`src/rtl/bcd_pkg.sv`:
```
// Shared constants and state encoding for the sequential binary-to-BCD converter.
// Pure declarations; no logic, no latency.
package bcd_pkg;

    localparam int BIN_W_DEF  = 27;
    localparam int DIGITS_DEF = 8;

    typedef enum logic [1:0] {
        IDLE   = 2'd0,
        SHIFT  = 2'd1,
        FINISH = 2'd2
    } state_t;

    localparam logic [3:0] BCD_MAX_DIGIT = 4'd9;

    // Largest value the 8-digit display can show; anything above saturates.
    localparam longint unsigned SAT_VALUE = 64'd99_999_999;

endpackage

```
`src/rtl/bcd_seq_converter_if.sv`:
```
// Request/result bundle between the count latch and the display path.
// start/bin_in flow in, busy/done and the eight BCD digits plus ovf flow out.
interface bcd_seq_converter_if
    import bcd_pkg::*;
#(
    parameter int BIN_W = BIN_W_DEF
);

    logic             start;
    logic [BIN_W-1:0] bin_in;
    logic             busy;
    logic             done;
    logic             ovf;
    logic [3:0]       one;
    logic [3:0]       ten;
    logic [3:0]       hundred;
    logic [3:0]       thousands;
    logic [3:0]       ten_thousands;
    logic [3:0]       hundred_thousands;
    logic [3:0]       millions;
    logic [3:0]       ten_millions;

    modport master (
        output start, bin_in,
        input  busy, done, ovf,
        input  one, ten, hundred, thousands,
        input  ten_thousands, hundred_thousands, millions, ten_millions
    );

    modport slave (
        input  start, bin_in,
        output busy, done, ovf,
        output one, ten, hundred, thousands,
        output ten_thousands, hundred_thousands, millions, ten_millions
    );

endinterface

```
`src/rtl/bcd_seq_converter_add3.sv`:
```
// Double-dabble correction cell: a BCD digit of 5 or more gets 3 added before the shift.
// Combinational, zero latency; 4-bit result never carries since 9+3 = 12.
module bcd_add3 (
    input  logic [3:0] din,
    output logic [3:0] dout
);

    assign dout = (din >= 4'd5) ? din + 4'd3 : din;

endmodule

```
`src/rtl/bcd_seq_converter.sv`:
```
// Sequential binary-to-BCD converter: one double-dabble step per clock, saturating at 99,999,999.
// Start accepted in IDLE only; done pulses BIN_W+1 cycles later; start while busy is dropped.
module bcd_seq_converter
    import bcd_pkg::*;
#(
    parameter int BIN_W  = BIN_W_DEF,
    parameter int DIGITS = DIGITS_DEF,
    parameter int CNT_W  = 5
)(
    input  logic                 clk,
    input  logic                 reset,
    bcd_seq_converter_if.slave   bus
);

    localparam int SCR_W = 4 * (DIGITS + 1);
    localparam int RES_W = 4 * DIGITS;

    state_t             state;
    state_t             state_nxt;
    logic [CNT_W-1:0]   cnt;
    logic [CNT_W-1:0]   cnt_nxt;
    logic [SCR_W-1:0]   scratch;
    logic [SCR_W-1:0]   scratch_nxt;
    logic [BIN_W-1:0]   shreg;
    logic [BIN_W-1:0]   shreg_nxt;
    logic [SCR_W-1:0]   corr;
    logic [SCR_W+BIN_W-1:0] shifted;
    logic [RES_W-1:0]   result;
    logic [RES_W-1:0]   result_nxt;
    logic               ovf_q;
    logic               ovf_nxt;
    logic               load_out;

    // Every scratch digit is corrected in parallel on the pre-shift value.
    for (genvar g = 0; g < DIGITS + 1; g++) begin : g_add3
        bcd_add3 u_add3 (
            .din  (scratch[4*g +: 4]),
            .dout (corr[4*g +: 4])
        );
    end

    assign shifted = {corr, shreg} << 1;

    always_ff @(posedge clk) begin
        if (reset) begin
            state   <= IDLE;
            cnt     <= '0;
            scratch <= '0;
            shreg   <= '0;
            result  <= '0;
            ovf_q   <= 1'b0;
        end else begin
            state   <= state_nxt;
            cnt     <= cnt_nxt;
            scratch <= scratch_nxt;
            shreg   <= shreg_nxt;
            if (load_out) begin
                result <= result_nxt;
                ovf_q  <= ovf_nxt;
            end
        end
    end

    always_comb begin
        state_nxt   = state;
        cnt_nxt     = cnt;
        scratch_nxt = scratch;
        shreg_nxt   = shreg;
        load_out    = 1'b0;
        ovf_nxt     = 1'b0;
        result_nxt  = shifted[BIN_W +: RES_W];

        // The top digit of the final scratch is only non-zero above 99,999,999.
        if (shifted[BIN_W + RES_W +: 4] != 4'd0) begin
            ovf_nxt    = 1'b1;
            result_nxt = {DIGITS{BCD_MAX_DIGIT}};
        end

        case (state)
            IDLE: begin
                if (bus.start) begin
                    shreg_nxt   = bus.bin_in;
                    scratch_nxt = '0;
                    cnt_nxt     = '0;
                    state_nxt   = SHIFT;
                end
            end
            SHIFT: begin
                scratch_nxt = shifted[BIN_W +: SCR_W];
                shreg_nxt   = shifted[BIN_W-1:0];
                cnt_nxt     = cnt + 1'b1;
                // Outputs load on the last shift so they are valid alongside done in FINISH.
                if (cnt == CNT_W'(BIN_W - 1)) begin
                    state_nxt = FINISH;
                    load_out  = 1'b1;
                end
            end
            FINISH: begin
                state_nxt = IDLE;
            end
            default: begin
                state_nxt = IDLE;
            end
        endcase
    end

    assign bus.busy              = (state == SHIFT);
    assign bus.done              = (state == FINISH);
    assign bus.ovf               = ovf_q;
    assign bus.one               = result[3:0];
    assign bus.ten               = result[7:4];
    assign bus.hundred           = result[11:8];
    assign bus.thousands         = result[15:12];
    assign bus.ten_thousands     = result[19:16];
    assign bus.hundred_thousands = result[23:20];
    assign bus.millions          = result[27:24];
    assign bus.ten_millions      = result[31:28];

endmodule
```
`src/flat_wrapper.sv`:
```
// flat-port wrapper written by rule: the top's interface ports become plain ports
module bcd_seq_converter_flat import bcd_pkg::*;
#(
    parameter int BIN_W  = BIN_W_DEF,
    parameter int DIGITS = DIGITS_DEF,
    parameter int CNT_W  = 5
)
  (clk, reset, bus_start, bus_bin_in, bus_busy, bus_done, bus_ovf, bus_one, bus_ten, bus_hundred, bus_thousands, bus_ten_thousands, bus_hundred_thousands, bus_millions, bus_ten_millions);
  bcd_seq_converter_if #(.BIN_W(BIN_W)) bus_i ();
  input  logic clk;
  input  logic reset;
  input wire logic [$bits(bus_i.start)-1:0] bus_start;
  input wire logic [$bits(bus_i.bin_in)-1:0] bus_bin_in;
  output wire logic [$bits(bus_i.busy)-1:0] bus_busy;
  output wire logic [$bits(bus_i.done)-1:0] bus_done;
  output wire logic [$bits(bus_i.ovf)-1:0] bus_ovf;
  output wire logic [$bits(bus_i.one)-1:0] bus_one;
  output wire logic [$bits(bus_i.ten)-1:0] bus_ten;
  output wire logic [$bits(bus_i.hundred)-1:0] bus_hundred;
  output wire logic [$bits(bus_i.thousands)-1:0] bus_thousands;
  output wire logic [$bits(bus_i.ten_thousands)-1:0] bus_ten_thousands;
  output wire logic [$bits(bus_i.hundred_thousands)-1:0] bus_hundred_thousands;
  output wire logic [$bits(bus_i.millions)-1:0] bus_millions;
  output wire logic [$bits(bus_i.ten_millions)-1:0] bus_ten_millions;
  assign bus_i.start = bus_start;
  assign bus_i.bin_in = bus_bin_in;
  assign bus_busy = bus_i.busy;
  assign bus_done = bus_i.done;
  assign bus_ovf = bus_i.ovf;
  assign bus_one = bus_i.one;
  assign bus_ten = bus_i.ten;
  assign bus_hundred = bus_i.hundred;
  assign bus_thousands = bus_i.thousands;
  assign bus_ten_thousands = bus_i.ten_thousands;
  assign bus_hundred_thousands = bus_i.hundred_thousands;
  assign bus_millions = bus_i.millions;
  assign bus_ten_millions = bus_i.ten_millions;
  bcd_seq_converter #(.BIN_W(BIN_W), .DIGITS(DIGITS), .CNT_W(CNT_W)) u_core (.clk(clk), .reset(reset), .bus(bus_i));
endmodule
```
`config.mk`:
```
export PLATFORM = sky130hd
export DESIGN_NAME = bcd_seq_converter_flat
export DESIGN_NICKNAME = d
export VERILOG_FILES = /design/src/rtl/bcd_pkg.sv /design/src/rtl/bcd_seq_converter_if.sv /design/src/rtl/bcd_seq_converter_add3.sv /design/src/rtl/bcd_seq_converter.sv /design/src/flat_wrapper.sv
export SDC_FILE = /design/constraint.sdc
export NUM_CORES = 1
export LEC_CHECK = 0
export BUFFER_PORTS_ARGS = -buffer_cell sky130_fd_sc_hd__buf_2
export CORE_MARGIN = 2
export CORE_UTILIZATION = 30
export DETAILED_ROUTE_END_ITERATION = 12
export SYNTH_ARGS = -nofsm -noshare
export SYNTH_HDL_FRONTEND = slang
export SYNTH_HIERARCHICAL = 1
export SYNTH_SLANG_ARGS = --single-unit
```
`constraint.sdc`:
```
create_clock -name clk -period 2.3 [get_ports clk]
set_input_delay 0.23 -clock clk [delete_from_list [all_inputs] [get_ports clk]]
set_output_delay 0.23 -clock clk [all_outputs]
set_load 0.005 [all_outputs]
```
==> out/results.txt <==
outcome: finished clean
Area Growth Syn to Fin: 16.6%
GRT Resource Usage Total: 13.4%
# setup viols final: 0
CP required: 2530 ps
synthesized instance count: 598
synth warn: 6
# rows: 47
DR iter-0 viols: 191
Critical Path AT: 2360 ps
GR Util met3: 3.49%
Peak VDD IR: 0.000435 V
TritonCTS Buffers: 9
fraction of layout instances using a drive strength above 1: 23.2%
busiest grt layer: met2
Rel. slew slack: 18.8%
post-detail-place hpwl: 7.89 mm
Max Cap Viol: 0
WL/cell: 13.8 µm
met2 Resource Use GR: 21.0%
Max Slew Vio Count: 0
initial antenna violation count: 0
Max Freq: 469 MHz
num ports: 65
Final Hold Fails: 0
clock latency on the worst-skew pair: 350 ps
die height: 135 µm
Final #Nets: 695
Root Driver: clkbuf_16
via count: 4277
first-pass GRT wire length: 19.6 mm
drt first pass iters: 4
total core area: 0.0166 mm²
Final WS setup: 169 ps
routability cong.: 0.765
final worst path period share: 92.6%
Setup TNS Final: 0 ps
post-CTS setup repair buffer count: 0
crit-path max FO: 12
DRC violations left: 0
vias in the first global route: 3824
Post-Syn Area per Cell: 8.58 µm²
power per cell area: 646 mW/mm²
Routed WL: 12.0 mm
GRT overflow: 0
die area: 0.0182 mm²
ant diodes: 0
Via density: 4.92
Routed Antenna Nets: 0
non-filler cells, final: 870
Inst Count DP: 854
RSZ-0062 raised after global routing: no
routing usage on met1: 18.3%
Post-Syn Area: 0.00513 mm²
largest net degree at the start of global routing: 54
Worst Tran Pin Value: 1220 ps
Period minus WS final: 2130 ps
flop2flop setup slack: 170 ps
Starting Density: 30.8%
Fin Hold WS: 122 ps
Final Skew: 7.98 ps
CP Class: reg2reg
# hold bufs at CTS: 0
Net Count, Synth: 648
CTS clk-pin slew, worst paths: 70 ps
TritonCTS sink count: 103
dpl ws: 116 ps
CTS tree: done
H-tree depth: 3
post_cts resized: 0
Min-Delay Path Class: in2reg
Setup crit end kind: flop
IO buf count: 64
Leak: 0.00237 µW
DIE WIDTH: 135 µm
CP startpoint kind: flop
CTS max path bufs: 2
stage by stage:
step / instance area [µm²] / total power, µW / util [%]
2_1_floorplan: 5130 / 2210 / -
3_3_place_gp: 5650 / 2300 / 34.0
3_5_place_dp: 5650 / 2310 / 34.0
4_1_cts: 5960 / 3910 / 35.8
5_1_grt: 5980 / 4040 / 35.9
6_report: 5980 / 3860 / 35.9
area by class of cell:
| type | count | area [µm²] |
|---|---|---|
| fillers | 1720 | 10700 |
| flip-flops and latches | 103 | 2060 |
| clock buffers | 11 | 243 |
| clock inverters | 5 | 65.1 |
| repair buffers | 83 | 479 |
| well taps | 220 | 275 |
| multi-input cells | 427 | 2780 |
| inverters | 21 | 78.8 |
state kept, by name, indices dropped and copies added, names as in the netlist:
| register | count |
|---|---|
| u_core/bus.ovf | 1 |
| u_core/cnt | 5 |
| u_core/result | 32 |
| u_core/scratch | 36 |
| u_core/shreg | 27 |
| u_core/state | 2 |
layout by cell type (no fill, tap or decap), drive strengths merged:
cell type,instances
mux2i,9
clkbuf,11
o22ai,1
o211a,1
nor2,52
a22o,26
buf,83
and4b,1
o21ba,1
nor3b,3
or4,1
or3b,25
nor3,42
o21ai,32
nand4b,1
a22oi,11
dfxtp,103
o2bb2ai,1
bufinv,1
nand2,36
clkinvlp,2
a21oi,69
nor4,17
o21bai,1
ha,20
a211oi,2
mux2,2
nor2b,1
inv,23
a311oi,1
nand2b,44
nand4,18
xnor2,9
report_power, final:
group	total (µW)	leakage [µW]	internal (µW)	switching, µW
Clock	1590	0.000144	886	708
Combinational	396	0.00139	153	243
Sequential	1870	0.000837	1840	27.1
Total	3860	0.00237	2880	978
per-layer routing:
layer	wire length, µm	part of all wire (%)
met5	0	0
met2	5380	45
met4	130	1.1
met3	600	5.0
met1	5880	49
path summary, 6_finish.rpt:
path / cells after the start / from / end
max: 9 / u_core/scratch[33] / u_core/result[20]
min: 3 / bus_bin_in[26] / u_core/shreg[26]
max reg2reg: 9 / u_core/scratch[33] / u_core/result[20]
min reg2reg: 2 / u_core/result[13] / u_core/result[13]
critical path, stage by stage, from the launching register on:
cell and delay [ps]:
dfxtp_1 330, inv_1 70, ha_1 170, nand2b_1 150, a21oi_2 190, mux2i_1 110
or4_1 580, buf_6 200, nor4_2 150, nor3_1 70
Power figures use the tool's default switching activity.
